$ cat src/rtl/lane_swapper_stream_if.sv
// Valid/ready stream bundle for lane_swapper_stream: input side, output side and the status counter.
// The DUT connects through the slave modport and the upstream/downstream driver through master.
interface lane_swapper_stream_if #(
    parameter int DATA_W = 32,
    parameter int CNT_W  = 16
);
    logic              in_valid;
    logic              in_ready;
    logic [DATA_W-1:0] data_in;
    logic [1:0]        mode;
    logic              out_valid;
    logic              out_ready;
    logic [DATA_W-1:0] data_out;
    logic [CNT_W-1:0]  perm_count;

    modport slave (
        input  in_valid, data_in, mode, out_ready,
        output in_ready, out_valid, data_out, perm_count
    );

    modport master (
        output in_valid, data_in, mode, out_ready,
        input  in_ready, out_valid, data_out, perm_count
    );
endinterface

$ cat src/rtl/lane_swapper_stream.sv
// Streaming lane permuter (pass / pair swap / reverse / rotate-left) feeding a 2-entry output FIFO,
// with a saturating count of permuted beats.
module lane_swapper_stream #(
    parameter int DATA_W = 32,
    parameter int LANE_W = 4,
    parameter int CNT_W  = 16
) (
    input  logic                   clk,
    input  logic                   rst,
    lane_swapper_stream_if.slave   bus
);
    localparam int N = (LANE_W > 0) ? (DATA_W / LANE_W) : 2;

    generate
        if (LANE_W < 1) begin : g_bad_lane
            $fatal(1, "lane_swapper_stream: LANE_W must be at least 1");
        end else if ((DATA_W % (2 * LANE_W)) != 0) begin : g_bad_width
            $fatal(1, "lane_swapper_stream: DATA_W must be a multiple of 2*LANE_W");
        end
    endgenerate

    typedef enum logic [1:0] {
        OCC_EMPTY = 2'd0,
        OCC_ONE   = 2'd1,
        OCC_FULL  = 2'd2
    } occ_t;

    occ_t              r_occ;
    occ_t              w_occNext;
    logic [DATA_W-1:0] r_head;
    logic [DATA_W-1:0] r_tail;
    logic [CNT_W-1:0]  r_count;
    logic [DATA_W-1:0] w_perm;
    logic              w_inReady;
    logic              w_outValid;
    logic              w_accept;
    logic              w_pop;
    logic              w_loadHead;
    logic              w_headFromTail;
    logic              w_loadTail;

    // Handshake flags come only from the occupancy register, so in_ready never depends on out_ready.
    assign w_inReady      = (r_occ != OCC_FULL);
    assign w_outValid     = (r_occ != OCC_EMPTY);
    assign w_accept       = bus.in_valid & w_inReady;
    assign w_pop          = w_outValid & bus.out_ready;

    assign bus.in_ready   = w_inReady;
    assign bus.out_valid  = w_outValid;
    assign bus.data_out   = r_head;
    assign bus.perm_count = r_count;

    always_comb begin
        w_perm = '0;
        for (int i = 0; i < N; i++) begin
            unique case (bus.mode)
                2'b00:   w_perm[i*LANE_W +: LANE_W] = bus.data_in[i*LANE_W +: LANE_W];
                2'b01:   w_perm[i*LANE_W +: LANE_W] = bus.data_in[(i ^ 1)*LANE_W +: LANE_W];
                2'b10:   w_perm[i*LANE_W +: LANE_W] = bus.data_in[(N-1-i)*LANE_W +: LANE_W];
                default: w_perm[i*LANE_W +: LANE_W] = bus.data_in[((i+N-1) % N)*LANE_W +: LANE_W];
            endcase
        end
    end

    always_ff @(posedge clk) begin
        if (rst) begin
            r_occ <= OCC_EMPTY;
        end else begin
            r_occ <= w_occNext;
        end
    end

    // With one entry, a simultaneous pop and accept overwrites the head in place.
    always_comb begin
        w_occNext      = r_occ;
        w_loadHead     = 1'b0;
        w_headFromTail = 1'b0;
        w_loadTail     = 1'b0;
        unique case (r_occ)
            OCC_EMPTY: begin
                if (w_accept) begin
                    w_loadHead = 1'b1;
                    w_occNext  = OCC_ONE;
                end
            end
            OCC_ONE: begin
                if (w_accept && w_pop) begin
                    w_loadHead = 1'b1;
                end else if (w_accept) begin
                    w_loadTail = 1'b1;
                    w_occNext  = OCC_FULL;
                end else if (w_pop) begin
                    w_occNext  = OCC_EMPTY;
                end
            end
            OCC_FULL: begin
                if (w_pop) begin
                    w_headFromTail = 1'b1;
                    w_occNext      = OCC_ONE;
                end
            end
            default: begin
                w_occNext = OCC_EMPTY;
            end
        endcase
    end

    always_ff @(posedge clk) begin
        if (rst) begin
            r_head  <= '0;
            r_tail  <= '0;
            r_count <= '0;
        end else begin
            if (w_loadHead) begin
                r_head <= w_perm;
            end else if (w_headFromTail) begin
                r_head <= r_tail;
            end
            if (w_loadTail) begin
                r_tail <= w_perm;
            end
            if (w_accept && (bus.mode != 2'b00) && (r_count != '1)) begin
                r_count <= r_count + {{(CNT_W-1){1'b0}}, 1'b1};
            end
        end
    end
endmodule

$ cat src/flat_wrapper.sv
// flat-port wrapper written by rule: the top's interface ports become plain ports
module lane_swapper_stream_flat 
#(
    parameter int DATA_W = 32,
    parameter int LANE_W = 4,
    parameter int CNT_W  = 16
)
  (clk, rst, bus_in_valid, bus_data_in, bus_mode, bus_out_ready, bus_in_ready, bus_out_valid, bus_data_out, bus_perm_count);
  lane_swapper_stream_if #(.DATA_W(DATA_W), .CNT_W(CNT_W)) bus_i ();
  input  logic clk;
  input  logic rst;
  input wire logic [$bits(bus_i.in_valid)-1:0] bus_in_valid;
  input wire logic [$bits(bus_i.data_in)-1:0] bus_data_in;
  input wire logic [$bits(bus_i.mode)-1:0] bus_mode;
  input wire logic [$bits(bus_i.out_ready)-1:0] bus_out_ready;
  output wire logic [$bits(bus_i.in_ready)-1:0] bus_in_ready;
  output wire logic [$bits(bus_i.out_valid)-1:0] bus_out_valid;
  output wire logic [$bits(bus_i.data_out)-1:0] bus_data_out;
  output wire logic [$bits(bus_i.perm_count)-1:0] bus_perm_count;
  assign bus_i.in_valid = bus_in_valid;
  assign bus_i.data_in = bus_data_in;
  assign bus_i.mode = bus_mode;
  assign bus_i.out_ready = bus_out_ready;
  assign bus_in_ready = bus_i.in_ready;
  assign bus_out_valid = bus_i.out_valid;
  assign bus_data_out = bus_i.data_out;
  assign bus_perm_count = bus_i.perm_count;
  lane_swapper_stream #(.DATA_W(DATA_W), .LANE_W(LANE_W), .CNT_W(CNT_W)) u_core (.clk(clk), .rst(rst), .bus(bus_i));
endmodule
$ cat config.mk
export PLATFORM = sky130hd
export DESIGN_NAME = lane_swapper_stream_flat
export DESIGN_NICKNAME = d
export VERILOG_FILES = /design/src/rtl/lane_swapper_stream_if.sv /design/src/rtl/lane_swapper_stream.sv /design/src/flat_wrapper.sv
export SDC_FILE = /design/constraint.sdc
export NUM_CORES = 1
export LEC_CHECK = 0
export BUFFER_PORTS_ARGS = -buffer_cell sky130_fd_sc_hd__buf_2
export CAP_MARGIN = 15
export CORE_MARGIN = 4
export CORE_UTILIZATION = 55
export CTS_CLUSTER_DIAMETER = 200
export DETAILED_ROUTE_END_ITERATION = 10
export GPL_TIMING_DRIVEN = 0
export PLACE_DENSITY_LB_ADDON = 0.05
export SLEW_MARGIN = 10
export SYNTH_ARGS = -nofsm -noshare
export SYNTH_HDL_FRONTEND = slang
export SYNTH_SLANG_ARGS = --single-unit
$ cat constraint.sdc
create_clock -name clk -period 2.2 [get_ports clk]
set_clock_uncertainty 0.05 [all_clocks]
set_input_delay 0.33 -clock clk [delete_from_list [all_inputs] [get_ports clk]]
set_output_delay 0.33 -clock clk [all_outputs]
set_load 0.05 [all_outputs]
==> results of run 1 <==
-- through the flow --
step / power, mW / utilization [%] / hold slack [ps] / std cells
floorplan: 2.153 / - / 359.3 / 535
global route: 3.743 / 67.88 / 157.7 / 736
finish: 3.609 / 67.88 / 162.9 / 736
CTS: 3.604 / 67.88 / 159.1 / 736
detailed placement: 2.373 / 64.81 / 396.6 / 720
global placement: 2.363 / 64.81 / 392.6 / 720
-- flip-flops by register name, indices dropped and copies added, names as in the netlist --
register	flops
u_core.r_tail	32
u_core.r_occ	2
u_core.bus.data_out	32
u_core.bus.perm_count	16
-- area by class of cell --
type                            count  share of cell area [%]
Tap cell                           99                   2.503
Clock buffer                        9                   2.503
Buffer                             41                   3.564
Multi-Input combinational cell    410                   47.35
Inverter                            2                  0.1517
Clock inverter                      7                   2.022
Sequential cell                    82                   33.22
Timing Repair Buffer               86                   8.696
-- kinds of logic after synthesis --
family	after synthesis	synth area share [%]
and+or+nand+nor	252	26.05
AOI/OAI and AO/OA	120	18.49
DFF	82	39.38
adders and majority gates	1	0.3001
buffers and inverters	43	4.412
muxes	37	11.37
-- final timing paths --
path | startpoint | end | depth (start not counted)
setup / recovery | u_core.r_occ[0] | u_core.bus.data_out[11] | 5
hold / removal | bus_out_ready | u_core.r_occ[1] | 2
setup reg to reg | u_core.r_occ[0] | u_core.bus.data_out[11] | 5
hold reg to reg | u_core.r_tail[31] | u_core.r_tail[31] | 2
-- cells in the final DEF (no fill, tap or decap), types with 4 or more instances in the layout --
cell / n
o31ai_1: 8
clkbuf_1: 23
nor4_1: 4
buf_1: 6
nor2_1: 40
nand3_1: 5
nand2_1: 160
nor2b_1: 5
clkbuf_8: 9
mux2i_1: 26
a21oi_1: 44
nor3_1: 9
a311oi_1: 33
buf_2: 94
dfxtp_1: 80
or4_1: 6
nand4_1: 6
mux4_2: 8
o21ai_0: 26
-- metal layers --
layer | global-route usage [%] | wire length (um) | vias up
li1 | - | - | 2088
met1 | 37.95 | 5328 | 2009
met2 | 42.74 | 5567 | 190
met3 | 5.919 | 970 | 26
met4 | 9.375 | 272 | 0
met5 | 0 | 0 | -
-- power by group through the flow --
| stage | registers (mW) | clock network, mW | logic (mW) |
|---|---|---|---|
| 2_1_floorplan | 1.82 | 0 | 0.328 |
| 3_3_place_gp | 1.63 | 0 | 0.731 |
| 3_5_place_dp | 1.64 | 0 | 0.738 |
| 4_1_cts | 1.60 | 1.26 | 0.742 |
| 5_1_grt | 1.61 | 1.33 | 0.808 |
| 6_report | 1.60 | 1.26 | 0.747 |
==> results_dict.tcl, run 1 <==
set metrics [dict create \
    status "completed" \
    synthTopCellsByArea "dfxtp_1 39%, nand2_1 14%, a311oi_1 6.9%" \
    critPathMostFrequentCell "nand2_1" \
    clkLatencyLatePin_ps 370 \
    crit_path_start_kind "flop" \
    slowest_delay_ps 460 \
    h-tree-depth 3 \
    required_ps 2420 \
    max_freq_ghz 0.5080 \
    post-dp-hpwl_mm 8.849 \
    power_density_mw_per_mm2 729.2 \
    root_buffer "clkbuf_8" \
    clock_sinks 82 \
    power_frac_clock_pct 34.9 \
    ctsResizeCount 0 \
    grt_setup_unrepaired "no" \
    syn_area_per_cell_sq_um 7.793 \
    grtUsageTotal_pct 27.53 \
    synthCells 535 \
    drt_iter0_drc 230 \
    switching_share_pct 32.89 \
    clk_path_buf_depth 2 \
    via_count 4313 \
    slew_headroom_pct 60.33 \
    yosysSeqAreaShare_pct 39.38 \
    finalCriticalPeriod_ps 1968 \
    overflow 0 \
    dieHeight_um 95.07 \
    cts_buffers 9 \
    worst_pin_slew_ps 595.1 \
    drt-vias-per-instance 5.860 \
    synth_area_sq_mm 0.004169 \
    register_area_sq_mm 0.001644 \
    nets 671 \
    cts_setup_buffers 0 \
    p_leak_nw 1.926 \
    fin_ws_ps 231.6 \
    post_drt_wl_per_cell_um 16.49 \
    design_area_sq_mm 0.004950 \
    tritoncts "built" \
    dpl_cell_area_sq_mm 0.004726 \
    routabilityCongestion 0.9475 \
    drv_cap 0 \
    drv_slew 0 \
    layout-drive-gt1-share_pct 20.25 \
    fillers 680 \
    path_delay_family "simple AND/OR/NAND/NOR gates" \
    grt_pass1_vias 4003 \
    dr.pass1.iters 4 \
    pre_cts_ws_ps 157.8 \
    regToRegSetupSlack_ps 230 \
    ant_nets 0 \
    postCtsHoldBufs 0 \
    synth_commonest_cells "160 x nand2_1, 82 x dfxtp_1, 44 x a21oi_1" \
    tns_ps 0 \
    cts.clk_slew.worst_paths_ps 100 \
    hold_path_class "in -> reg" \
    switchingPower_mw 1.187 \
    num_antenna_cells 0 \
    yosysMostFrequentCell "nand2_1" \
    worstSetupPathType "reg -> reg" \
    async_reset_ff_share_pct 0 \
    antenna_found_initial 0 \
    synth.distinct_cells 40 \
    area_growth_pct 18.73 \
    routed_wl_mm 12.14 \
    endpoint_kind "flop" \
    rows 31 \
    multi_input_area_sq_mm 0.002344 \
    grt_pass1_wl_mm 19.52 \
    grt_max_degree 16 \
    intPower_mw 2.422 \
    dieArea_sq_mm 0.009037 \
    io_pins 88 \
    synthFlopType "dfxtp_1" \
    drcViolationCount 0 \
    timing.final.crit_share_pct 89.47 \
    seqPwrFrac_pct 44.4 \
    setup_viol 0 \
    yosys_warnings 0 \
    yosys.area.top_type "dfxtp_1" \
    finalHoldViolations 0 \
    ys_ff_latch 82 \
    cp_max_fo 10 \
    peakVddDrop_v 0.0004683 \
    synth.top_cell.area_share_pct 39.38 \
    chipWidth_um 95.07 \
    worstPathCellList "or2b_1 -> nand2_1 -> buf_1 -> nand2_1 -> a311oi_1" \
    critPathSlowestCell "dfxtp_1" \
    path_buf_inv 1 \
    io_buffers 86 \
    start_util_pct 57.17 \
    pwr-share-comb_pct 20.7 \
    core_sq_mm 0.007292 \
    syn-num-nets 574 \
    worstPathArrival_ps 2180 \
    synth-edff-count 0 \
]
Note: power is estimated with default switching activity, not from simulation.
==> inputs of run 2 (changes only) <==
==> constraint.sdc (replaced) <==
create_clock -name clk -period 2.2 [get_ports clk]
set_clock_uncertainty 0.05 [all_clocks]
set_input_delay 0.11 -clock clk [delete_from_list [all_inputs] [get_ports clk]]
set_output_delay 0.11 -clock clk [all_outputs]
set_load 0.05 [all_outputs]
==> run 2 against run 1 <==
  * Clock power about the same
  * Largest power group unchanged
  * Core utilization rose by 0.14 points
  * Routed wire length hardly changed
  * Non-clock buffer count up 1
  * Count of clock-buffer cells in the layout unchanged
  * Sequential share of layout area shrank 0.067 points
  * Register-to-register slack got worse by 20 ps
  * Die area stayed put
  * Global-route usage about the same
  * Worst setup slack worse by 18 ps
  * Hold slack worse by 78 ps
  * Critical path depth is the same
==> results_dict.tcl, run 2 (synthesis gave the netlist of run 1 again) <==
set metrics [dict create \
    peakVddDrop_v 0.0004684 \
    switching_share_pct 32.85 \
    slowest_delay_ps 470 \
    regToRegSetupSlack_ps 210 \
    core_sq_mm 0.007292 \
    worstPathArrival_ps 2200 \
    critPathMostFrequentCell "nand2_1" \
    post-dp-hpwl_mm 8.849 \
    final_cell_mix "160 x nand2_1, 94 x buf_2, 80 x dfxtp_1, 44 x a21oi_1, 40 x nor2_1" \
    ant_nets 0 \
    slew_headroom_pct 59.25 \
    grt_pass1_vias 4009 \
    layout-drive-gt1-share_pct 20.22 \
    path_delay_family "simple AND/OR/NAND/NOR gates" \
    grtUsageTotal_pct 27.54 \
    whs_ps 84.47 \
    dr.pass1.iters 7 \
    routed_wl_mm 12.14 \
    nets 672 \
    cp_max_fo 10 \
    grt_max_degree 16 \
    drv_cap 0 \
    power_density_mw_per_mm2 727.6 \
    area_growth_pct 18.97 \
    clkLatencyLatePin_ps 370 \
    timing.final.crit_share_pct 90.31 \
    tns_ps 0 \
    drv_slew 0 \
    power_frac_clock_pct 34.9 \
    cts_buffers 9 \
    post_drt_wl_per_cell_um 16.47 \
    path_buf_inv 1 \
    overflow 0 \
    grt_pass1_wl_mm 19.52 \
    critPathSlowestCell "buf_1" \
    finalCriticalPeriod_ps 1987 \
    layout_commonest_cell "nand2_1" \
    h-tree-depth 3 \
    root_buffer "clkbuf_8" \
    io_pins 88 \
    chipWidth_um 95.07 \
    drt-vias-per-instance 5.886 \
    cts.clk_slew.worst_paths_ps 100 \
    intPower_mw 2.423 \
    antenna_found_initial 0 \
    fillers 679 \
    pwr-share-comb_pct 20.7 \
    worstSetupPathType "reg -> reg" \
    dieArea_sq_mm 0.009037 \
    setup_viol 0 \
    switchingPower_mw 1.185 \
    rows 31 \
    dieHeight_um 95.07 \
    max_freq_ghz 0.5033 \
    finalHoldViolations 0 \
    ctsResizeCount 0 \
    io_buffers 86 \
    seqPwrFrac_pct 44.4 \
    clk_path_buf_depth 2 \
    p_leak_nw 1.930 \
    grt_setup_unrepaired "no" \
    routabilityCongestion 0.9475 \
    hold_path_class "in -> reg" \
    clock_sinks 82 \
    worst_pin_slew_ps 611.2 \
    start_util_pct 57.17 \
    endpoint_kind "flop" \
    worstPathCellList "or2b_1 -> nand2_1 -> buf_1 -> nand2_1 -> a311oi_1" \
    via_count 4338 \
    drcViolationCount 0 \
    drt_iter0_drc 197 \
    required_ps 2410 \
    utilization_pct 68.02 \
    num_antenna_cells 0 \
    crit_path_start_kind "flop" \
    status "completed" \
    tritoncts "built" \
]
## run 2: path summary, 6_finish.rpt
check	from	cells past startpoint	endpoint
worst max-delay path	u_core.r_occ[0]	5	u_core.bus.data_out[11]
worst min-delay path	rst	3	u_core.bus.perm_count[0]
worst max register to register	u_core.r_occ[0]	5	u_core.bus.data_out[11]
worst min register to register	u_core.r_tail[3]	2	u_core.r_tail[3]
## run 2: worst register-to-register path, stage by stage, from the launching register on
cell and delay [ps]:
dfxtp_1 460, or2b_1 290, nand2_1 160, buf_1 470, nand2_1 140, a311oi_1 310
## run 2: routing by layer
metal  part of all wire (%)  track usage [%]
met1                     43            37.90
met2                     46            42.86
met3                    8.6            5.919
met4                    2.4            9.375
met5                      0                0
## run 2: per-stage QoR
| step | cell area [sq um] | setup WS (ps) | total power [mW] | std cells |
|---|---|---|---|---|
| after floorplan | 4172 | 134.6 | 2.153 | 535 |
| after global placement | 4726 | 265.6 | 2.363 | 720 |
| after detailed placement | 4726 | 224.0 | 2.373 | 720 |
| after CTS | 4960 | 204.6 | 3.605 | 737 |
| after global routing | 4960 | 80.19 | 3.745 | 737 |
| final | 4960 | 213.1 | 3.609 | 737 |
## run 2: area by class of cell
cell class	instances	area, sq um	share of cell area [%]
Clock inverter	7	100.1	2.018
Tap cell	99	123.9	2.497
Timing Repair Buffer	87	440.4	8.880
Clock buffer	9	123.9	2.497
Inverter	2	7.507	0.1514
Multi-Input combinational cell	410	2344	47.25
Buffer	41	176.4	3.557
Sequential cell	82	1644	33.15
## run 2: power by group through the flow
stage / logic, mW / clock network [mW] / registers (mW)
after floorplan: 0.328 / 0 / 1.82
after global placement: 0.731 / 0 / 1.63
final: 0.749 / 1.26 / 1.60
after detailed placement: 0.738 / 0 / 1.64
after global routing: 0.809 / 1.33 / 1.61
after CTS: 0.743 / 1.26 / 1.60
## run 2: what timing repair did
item	in CTS	in global routing
buffers inserted	0	0
hold buffers	1	0
endpoints found under the hold margin	1	0
==> inputs of run 3 (changes only) <==
--- a/config.mk
+++ b/config.mk
@@ -7,6 +7,7 @@
 export LEC_CHECK = 0
 export BUFFER_PORTS_ARGS = -buffer_cell sky130_fd_sc_hd__buf_2
 export CAP_MARGIN = 15
+export CORE_ASPECT_RATIO = 1.75
 export CORE_MARGIN = 4
 export CORE_UTILIZATION = 55
 export CTS_CLUSTER_DIAMETER = 200
==> run 3 against run 2 <==
  * First-iteration DRC count is 110% higher
  * Die area is 0.61% higher
  * Routed wire length is 6.9% higher
  * Count of clock-buffer cells in the layout is 2 higher
  * Core utilization is 1.0 points higher
  * Final area is 1.4% higher
  * Worst setup slack worse by 40 ps
  * Non-clock buffer count stayed put
  * Total power is 7.8% higher
  * Clock power is 21% higher
  * Global-route usage is 1.5 points higher
  * Critical endpoint is now u_core.bus.perm_count[4]
  * Highest routed layer unchanged
==> results_dict.tcl, run 3 (synthesis gave the netlist of run 1 again) <==
set metrics [dict create \
    clock_sinks 82 \
    cts_buffers 9 \
    drcViolationCount 0 \
    p_leak_nw 1.973 \
    setup_viol 0 \
    whs_ps 114.0 \
    worst_pin_slew_ps 610.1 \
    timing.final.crit_share_pct 92.12 \
    final_cell_mix "160 x nand2_1, 94 x buf_2, 80 x dfxtp_1, 44 x a21oi_1, 40 x nor2_1" \
    clkLatencyLatePin_ps 340 \
    worstHoldPathCells 3 \
    root_buffer "clkbuf_16" \
    max_freq_ghz 0.4934 \
    hold_path_class "in -> reg" \
    post-dp-hpwl_mm 9.882 \
    peakVddDrop_v 0.0004974 \
    grt_max_degree 14 \
    start_util_pct 57.23 \
    nets 672 \
    dieArea_sq_mm 0.009092 \
    drt-vias-per-instance 6.087 \
    routabilityCongestion 0.9550 \
    layout-drive-gt1-share_pct 20.38 \
    antenna_found_initial 0 \
    via_count 4407 \
    power_density_mw_per_mm2 772.9 \
    grtUsageTotal_pct 29.04 \
    fin_ws_ps 173.4 \
    cp_max_fo 9 \
    endpoint_kind "flop" \
    routed_wl_mm 12.98 \
    r2r_start "u_core.bus.perm_count[0]" \
    rows 41 \
    area_growth_pct 20.68 \
    regToRegSetupSlack_ps 170 \
    h-tree-depth 3 \
    r2r_end "u_core.bus.perm_count[4]" \
    io_buffers 86 \
    tns_ps 0 \
    worstPathArrival_ps 2210 \
    drv_cap 0 \
    dieHeight_um 123.2 \
    status "completed" \
    drt_iter0_drc 421 \
    pre_cts_ws_ps 70.05 \
    crit_path_start_kind "flop" \
    clk_path_buf_depth 2 \
    cts.clk_slew.worst_paths_ps 60 \
    layout_commonest_cell "nand2_1" \
    worstSetupPathType "reg -> reg" \
    finalCriticalPeriod_ps 2027 \
    grt_setup_unrepaired "no" \
    chipWidth_um 73.82 \
    min_to "u_core.bus.perm_count[4]" \
    drv_slew 0 \
    num_antenna_cells 0 \
    dr.pass1.iters 7 \
    ff2ff_path_depth 6 \
    finalHoldViolations 0 \
    slew_headroom_pct 59.33 \
    ant_nets 0 \
    post_drt_wl_per_cell_um 17.92 \
    grt_pass1_wl_mm 20.40 \
    core_sq_mm 0.007284 \
    hp-start "rst" \
    tritoncts "built" \
    overflow 0 \
    grt_pass1_vias 4222 \
    required_ps 2380 \
    io_pins 88 \
]
## run 3: worst max path at each step
stage                              start                       end  slack, ps
2_1_floorplan  u_core.bus.perm_count[13]  u_core.bus.perm_count[0]        130
3_3_place_gp    u_core.bus.perm_count[8]  u_core.bus.perm_count[0]        150
3_5_place_dp    u_core.bus.perm_count[8]  u_core.bus.perm_count[0]         70
4_1_cts         u_core.bus.perm_count[8]  u_core.bus.perm_count[0]         70
5_1_grt         u_core.bus.perm_count[0]  u_core.bus.perm_count[4]         90
6_report        u_core.bus.perm_count[0]  u_core.bus.perm_count[4]        170
## run 3: cell type report
cell class / count / area [sq um]
well taps: 86 / 107.6
repair buffers: 87 / 440.4
flip-flops and latches: 82 / 1644
plain buffers: 41 / 176.4
multi-input cells: 410 / 2350
fillers: 643 / 2253
inverters: 2 / 7.507
clock buffers: 11 / 252.7
clock inverters: 5 / 52.55
## run 3: metrics by stage
step | utilization [%] | instance area [sq um] | power [mW] | std cells
final | 69.07 | 5031 | 3.889 | 724
after global routing | 69.07 | 5031 | 4.026 | 724
after detailed placement | 64.65 | 4710 | 2.380 | 707
after floorplan | - | 4172 | 2.153 | 535
after CTS | 68.98 | 5025 | 3.893 | 724
after global placement | 64.65 | 4710 | 2.367 | 707
## run 3: layer usage
layer / GRT usage, % / vias to the layer above / wire length (um)
li1: - / 2093 / -
met1: 30.63 / 2095 / 4583
met2: 54.67 / 184 / 7176
met3: 4.150 / 35 / 791
met4: 13.27 / 0 / 425
met5: 0 / - / 0
## run 3: power by group
part           internal (mW)  switching [mW]
clock network          0.935           0.597
registers               1.56          0.0453
logic                  0.216           0.536
## run 3: repair_timing
item	4_1_cts	5_1_grt
endpoints found under the setup margin	0	2
hold endpoints to repair	1	0
hold buffers	1	0
gates resized for setup	0	1
buffers inserted	0	0
## run 3: worst max-delay path, stage by stage, from the launching register on
cell     delay [ps]
dfxtp_2         390
ha_1            240
nand2_1          80
or3_1           290
buf_2           180
nor3_1          310
mux2_2          370
